$ cat src/rtl/bp_update_scheduler.sv
// Packs up to NUM_PORTS resolved branches per cycle into a circular queue and
// replays them one per cycle as registered update beats to the branch predictor.
module bp_update_scheduler #(
  parameter int unsigned NUM_PORTS  = 3,
  parameter int unsigned ADDR_WIDTH = 32,
  parameter int unsigned FIFO_DEPTH = 8,
  parameter int unsigned CNT_WIDTH  = $clog2(FIFO_DEPTH) + 1
) (
  input  logic                                 clk,
  input  logic                                 reset,
  input  logic [NUM_PORTS-1:0]                 resolve_valid_i,
  input  logic [NUM_PORTS-1:0][ADDR_WIDTH-1:0] resolve_pc_i,
  input  logic [NUM_PORTS-1:0]                 resolve_mispredict_i,
  output logic                                 resolve_ready_o,
  input  logic                                 flush_i,
  output logic [ADDR_WIDTH-1:0]                update_prediction_pc_o,
  output logic                                 update_prediction_valid_o,
  output logic                                 misprediction_o,
  output logic [CNT_WIDTH-1:0]                 occupancy_o
);

  localparam int unsigned PtrWidth = $clog2(FIFO_DEPTH);
  localparam logic [CNT_WIDTH-1:0] ReadyLimit = CNT_WIDTH'(FIFO_DEPTH - NUM_PORTS);

  logic [PtrWidth-1:0]                 wr_ptr_q, wr_ptr_d;
  logic [PtrWidth-1:0]                 rd_ptr_q, rd_ptr_d;
  logic [CNT_WIDTH-1:0]                count_q, count_d;
  logic [CNT_WIDTH-1:0]                n_enq;
  logic [NUM_PORTS-1:0]                accept;
  logic [NUM_PORTS-1:0][PtrWidth-1:0]  lane_slot;
  logic                                deq;

  logic [FIFO_DEPTH-1:0][ADDR_WIDTH-1:0] mem_pc_q;
  logic [FIFO_DEPTH-1:0]                 mem_mis_q;

  logic [ADDR_WIDTH-1:0] upd_pc_q;
  logic                  upd_valid_q;
  logic                  upd_mis_q;

  // Ready looks only at the registered count; a same-cycle dequeue is not credited.
  assign resolve_ready_o = (count_q <= ReadyLimit);

  always_comb begin
    accept    = resolve_valid_i & {NUM_PORTS{resolve_ready_o & ~flush_i}};
    n_enq     = '0;
    lane_slot = '0;
    // Each accepted lane lands after all older accepted lanes, so idle lanes leave no holes.
    for (int i = 0; i < NUM_PORTS; i++) begin
      lane_slot[i] = wr_ptr_q + n_enq[PtrWidth-1:0];
      n_enq        = n_enq + CNT_WIDTH'(accept[i]);
    end
    deq = (count_q != '0) && !flush_i;
    if (flush_i) begin
      wr_ptr_d = '0;
      rd_ptr_d = '0;
      count_d  = '0;
    end else begin
      wr_ptr_d = wr_ptr_q + n_enq[PtrWidth-1:0];
      rd_ptr_d = rd_ptr_q + PtrWidth'(deq);
      count_d  = count_q + n_enq - CNT_WIDTH'(deq);
    end
  end

  always_ff @(posedge clk) begin
    if (!reset) begin
      wr_ptr_q    <= '0;
      rd_ptr_q    <= '0;
      count_q     <= '0;
      upd_valid_q <= 1'b0;
      upd_pc_q    <= '0;
      upd_mis_q   <= 1'b0;
    end else begin
      wr_ptr_q    <= wr_ptr_d;
      rd_ptr_q    <= rd_ptr_d;
      count_q     <= count_d;
      upd_valid_q <= deq;
      if (deq) begin
        upd_pc_q  <= mem_pc_q[rd_ptr_q];
        upd_mis_q <= mem_mis_q[rd_ptr_q];
      end
    end
  end

  // Storage carries no reset; pointers and count define which slots are live.
  always_ff @(posedge clk) begin
    for (int i = 0; i < NUM_PORTS; i++) begin
      if (accept[i]) begin
        mem_pc_q[lane_slot[i]]  <= resolve_pc_i[i];
        mem_mis_q[lane_slot[i]] <= resolve_mispredict_i[i];
      end
    end
  end

  assign update_prediction_pc_o    = upd_pc_q;
  assign update_prediction_valid_o = upd_valid_q;
  assign misprediction_o           = upd_mis_q;
  assign occupancy_o               = count_q;

endmodule

$ cat config.mk
export PLATFORM = sky130hd
export DESIGN_NAME = bp_update_scheduler
export DESIGN_NICKNAME = d
export VERILOG_FILES = /design/src/rtl/bp_update_scheduler.sv
export SDC_FILE = /design/constraint.sdc
export NUM_CORES = 1
export LEC_CHECK = 0
export BUFFER_PORTS_ARGS = -buffer_cell sky130_fd_sc_hd__buf_4
export CAP_MARGIN = 20
export CORE_MARGIN = 4
export CORE_UTILIZATION = 50
export DETAILED_ROUTE_END_ITERATION = 6
export PLACE_DENSITY = 0.68
export SLEW_MARGIN = 40
export SYNTH_ARGS = -nofsm -noshare
export SYNTH_HDL_FRONTEND = slang
export SYNTH_SLANG_ARGS = --single-unit
$ cat constraint.sdc
create_clock -name clk -period 5.7 [get_ports clk]
set_input_delay 0.855 -clock clk [delete_from_list [all_inputs] [get_ports clk]]
set_output_delay 0.855 -clock clk [all_outputs]
set_load 0.05 [all_outputs]
# Word-level counts from Yosys, hierarchy flattened
# Cells that the tools add are included.
[word_totals]
inputBits = 105
out_inout_bits = 39
register_bits = 308
elab_cells = 70
[classes]
n_bitwise = 4
magnitude_cmp = 8
reduce_logical = 7
mux = 28
n_addsub = 8
[ops]
columns = ["cell", "n"]
rows = [
  ["$bwmux 256", 3],
  ["$mux 256", 3],
  ["$demux 32 s3", 3],
  ["$mux 32", 4],
  ["$bmux 32 s3", 1],
  ["$bwmux 8", 3],
  ["$mux 8", 3],
  ["$lt 3x4->1 const B", 4],
  ["$demux 1 s3", 3],
  ["$ge 3x1->1 const B", 3],
  ["$add 3x1->3", 2],
  ["$add 4x3->4", 1],
  ["$le 4x3->1 const B", 1],
  ["$logic_and 1x1->1", 4],
  ["$mux 1", 4],
  ["$reduce_bool 4->1", 1],
  ["$sub 4x1->4", 1],
  ["$add 2x1->3", 1],
  ["$add 3x2->3", 1],
  ["$add 3x3->3", 1],
  ["$and 3x3->3", 1],
  ["$bmux 1 s3", 1],
  ["$add 1x1->2", 1],
  ["$not 1->1", 2],
  ["other kinds (3)", 3],
]

# Longest topological paths before layout
[depth]
word_depth = 12
depth_mapped = 15
mapped_depth_nobuf = 12

# Worst setup path before layout
# OpenSTA, ideal clock, no wires.
[synth_path]
kind = "input to register"
startpoint = "in flush_i"
endpoint = "reg mem_pc_q[197] (netlist name)"
setup_ns = 0.086
arrival_ns = 4.419
setup_slack_ns = 1.196
n_path_buf = 6
t_required_ns = 5.614
cell_stages = 14
path_cell_list = "a211oi_2 clkbuf_1 buf_2 clkbuf_1 and2_1 ha_1 ha_1 fa_1 clkbuf_1 nand4_1 and2_1 clkbuf_1 buf_2 a211oi_1"
[synth_via]
elab_chain_cells = 12
word_cells_on_any_way = 21
cone_classes = "3 x add/sub; 4 x order compare; 9 x mux; 3 x bitwise; 2 x reduce/logical"
[synth_lines]
columns = ["item", "line_no", "source"]
rows = [
  ["start, declared", "15", "input logic flush_i,"],
  ["$not 1->1 (*)", "44", "accept = resolve_valid_i & {NUM_PORTS{resolve_ready_o & ~flush_i}};"],
  ["$and 1x1->1 (*)", "44", ""],
  ["$and 3x3->3 (*)", "44", ""],
  ["$add 3x1->3", "49", "lane_slot[i] = wr_ptr_q + n_enq[PtrWidth-1:0];"],
  ["$lt 3x4->1 (implied by the code) or $ge 3x1->1 (tied branches)", "88", "mem_pc_q[lane_slot[i]] <= resolve_pc_i[i];"],
  ["$logic_and 1x1->1 (implied by the code)", "88", ""],
  ["$mux 32 (implied by the code)", "88", ""],
  ["$demux 32 s3", "88", ""],
  ["$bwmux 256", "88", ""],
  ["$mux 256", "87", "if (accept[i]) begin"],
  ["$bwmux 256", "88", ""],
  ["$mux 256 (*)", "87", ""],
  ["end signal, assigned by index", "88", ""],
  ["end, declared", "33", "logic [FIFO_DEPTH-1:0][ADDR_WIDTH-1:0] mem_pc_q;"],
]
# Mark *: on every way between the ends. The rest lies on a longest branch, timed or not.
# A chain may end at the register's enable or synchronous reset.

# Worst setup path after layout
[layout_path]
startpoint = "in flush_i"
endpoint = "reg mem_pc_q[34] (netlist name)"
# The elaborated chain is that of the path after synthesis.

==> impl_metrics.toml <==
[synthesis]
synth_area_um2 = 18200
synth_area_leaders = "dfxtp_1, mux2i_1, mux4_2"
yosysSeqAreaShare = 0.338
synth_cell_types = 40
yosys_warnings = 0
synth_top_cell_area_share = 0.338
synth_common_cells = "mux2i_1, dfxtp_1, nor2_1"
postSynthCellCount = 1975
ys.flop_type = "dfxtp_1"
synth_nets = 2100
async_flop_share = 0
yosysTopAreaCell = "dfxtp_1"
syn_area_per_cell_um2 = 9.22
synth-edff-count = 0
synth-seq-cells = 308
post-synth-top-count-cell = "mux2i_1"

[min_path]
hold_class = "reg -> reg"

[placed_design]
dp_hpwl_um = 39100
place_congestion = 0.868
io_buffers = 143
place_ws_ns = 0.829

[sta]
setup_tns_ns = 0
fin_crit_sh = 0.783
fin_worst_skew_ns = 0.0237
finalMaxSlewViolations = 0
fin_crit_ns = 4.46
setup_ws_ns = 1.24
max_freq_ghz = 0.224
tightest_slew_ns = 0.844
max_slew_margin = 0.437
rsz0062_at_grt = "false"
setup_viol = 0
finalHoldViolCount = 0

[critical_path]
critPathArrivalTime_ns = 4.85
r2r-start = "occupancy_o[2]$_SDFF_PP0_"
r2r_setup_slack_ns = 1.27
crit_buf_inv = 3
cp_num_cells = 12
cp-start-kind = "input port"
max_stage_delay_ns = 0.57
reg2regPathDepth = 11
crit_slowest_cell = "xor2_1"
crit_chain = "buf_4 > a211oi_4 > and2_1 > ha_1 > ha_1 > fa_1 > xor2_1 > or4_1 > buf_4 > and2_2 > buf_4 > a211oi_2"
startpoint = "flush_i"
critical_path_class = "in -> reg"
critPathMaxFanout = 34
cpMostUsedCell = "buf_4"
critPathCapture = "mem_pc_q[34]$_DFF_P_"
critical_path.reg2reg.endpoint = "mem_pc_q[34]$_DFF_P_"
cpLargestDelayFamily = "buffers and inverters"
end_kind = "flop"
cp.required_ns = 6.08

[floorplanning]
row_count = 69
fp.dieW_um = 199
coreArea_um2 = 35700
initial_core_util = 0.510
fp.dieH_um = 199
die_area_um2 = 39500
ioPinCount = 144

[route]
routed_wl_um = 65900
drc = 0
vias = 16500
post_drt_wl_per_cell_um = 27.1
first_pass_iters = 5
drt_iter0_markers = 1982
drt-vias-per-instance = 6.80
ant_nets = 0

[cts]
cts_resized = 0
path_clk_slew_ns = 0.06
ctsHoldBuffers = 0
cts_made_buffers = 36
cts.path.max_buffers = 3
cts_tree = "yes"
clk_latency_ns = 0.54
postCtsSetupBuffers = 0
htreeDepth = 2
clock_sinks = 308
cts_root_buffer = "clkbuf_16"

[power]
irDropWorstVdd_v = 0.000220
internal_power_w = 0.00602
p_sw_w = 0.00340
p_leak_nw = 8.51
p_sw_frac = 0.361
total_power_w = 0.00942
power.density_nw_per_um2 = 460
p_clk_frac = 0.251
pwr-share-seq = 0.367
p_comb_frac = 0.382

[grt]
grt_first_pass_wirelength_um = 100000
first_global_vias = 16500
grt_max_degree = 80
grt_antenna_before_repair = 2
gr-usage-all-layers = 0.325
overflow = 0

[run_status]
status = "finished, final reports clean"

[run]
cap_violations = 0

[final_layout]
area_growth_pct = 12.5
fin_nets = 2068
drive_gt1_frac = 0.215
cell usage in the layout, fill, tap and decap left out, types with 3 or more instances in the layout:
master,count
mux2i_1,342
dfxtp_1,306
nor2_1,259
buf_4,199
nor3_1,186
a211oi_1,110
nand4_1,89
a21oi_1,80
a211oi_2,76
mux4_2,66
clkbuf_16,37
o22ai_1,33
o21ai_0,33
nor2b_1,26
ha_1,16
inv_1,15
clkbuf_1,13
and2_1,10
xnor2_1,7
clkbuf_8,7
and2_2,6
fa_1,4
and4_1,3
nor4_4,3
bufinv_16,3
routing by layer:
layer  vias to the layer above  wire, um  share of wire  track usage
li1                       7183         -              -            -
met1                      8076     26300           0.40        0.434
met2                      1042     29800           0.45        0.515
met3                       219      6670           0.10       0.0606
met4                         0      3110          0.047        0.149
met5                         -         0              0            0
power by group through the flow:
stage / Sequential (W) / Combinational (W) / Clock, W
floorplan: 0.00376 / 0.00230 / 0
global placement: 0.00345 / 0.00345 / 0
detailed placement: 0.00348 / 0.00356 / 0
CTS: 0.00344 / 0.00357 / 0.00238
global route: 0.00355 / 0.00385 / 0.00247
finish: 0.00346 / 0.00360 / 0.00236
registers in the layout, summed over array words and instances, names as in the netlist:
register,flops
update_prediction_valid_o,1
mem_mis_q,8
wr_ptr_q,3
occupancy_o,4
misprediction_o,1
rd_ptr_q,3
mem_pc_q,256
update_prediction_pc_o,32
worst reg2reg max path, cell delays in order (launching register included):
cell	delay, ns
dfxtp_1	0.39
a211oi_4	0.35
and2_1	0.26
ha_1	0.28
ha_1	0.21
fa_1	0.46
xor2_1	0.57
or4_1	0.22
buf_4	0.42
and2_2	0.51
buf_4	0.48
a211oi_2	0.15
worst min-delay path by stage:
stage,startpoint,to,slack [ns],depth (start not counted)
after global routing,update_prediction_pc_o[22]$_SDFFE_PN0P_,update_prediction_pc_o[22]$_SDFFE_PN0P_,0.54,2
final,update_prediction_pc_o[9]$_SDFFE_PN0P_,update_prediction_pc_o[9]$_SDFFE_PN0P_,0.52,2
after global placement,update_prediction_pc_o[2]$_SDFFE_PN0P_,update_prediction_pc_o[2]$_SDFFE_PN0P_,0.49,2
after detailed placement,update_prediction_pc_o[24]$_SDFFE_PN0P_,update_prediction_pc_o[24]$_SDFFE_PN0P_,0.50,2
after CTS,update_prediction_pc_o[9]$_SDFFE_PN0P_,update_prediction_pc_o[9]$_SDFFE_PN0P_,0.52,2
after floorplan,mem_pc_q[223]$_DFF_P_,mem_pc_q[223]$_DFF_P_,0.49,2
cell families after synthesis:
kind of cell               share of synthesized area
xor gates and xnor gates                     0.00481
buffers and inverters                         0.0668
adders and majority gates                     0.0154
DFF                                            0.338
muxes                                          0.270
AOI/OAI and AO/OA                              0.142
and+or+nand+nor                                0.163
layout make-up:
type	count	area [um^2]
diodes	2	5.00
clock buffers	57	1070
clock inverters	6	113
fillers	3160	15200
inverters	15	56.3
multi-input cells	1380	10900
flip-flops and latches	308	6170
well taps	461	577
repair buffers	202	1550
through the flow:
step	hold WS, ns	cells	cell area (um^2)	utilization
floorplan	0.490	1975	18200	-
global route	0.543	2431	20500	0.573
CTS	0.516	2429	20500	0.573
detailed placement	0.495	2366	19300	0.540
global placement	0.495	2365	19300	0.539
finish	0.515	2431	20500	0.573
Power figures use the tool's default switching activity.
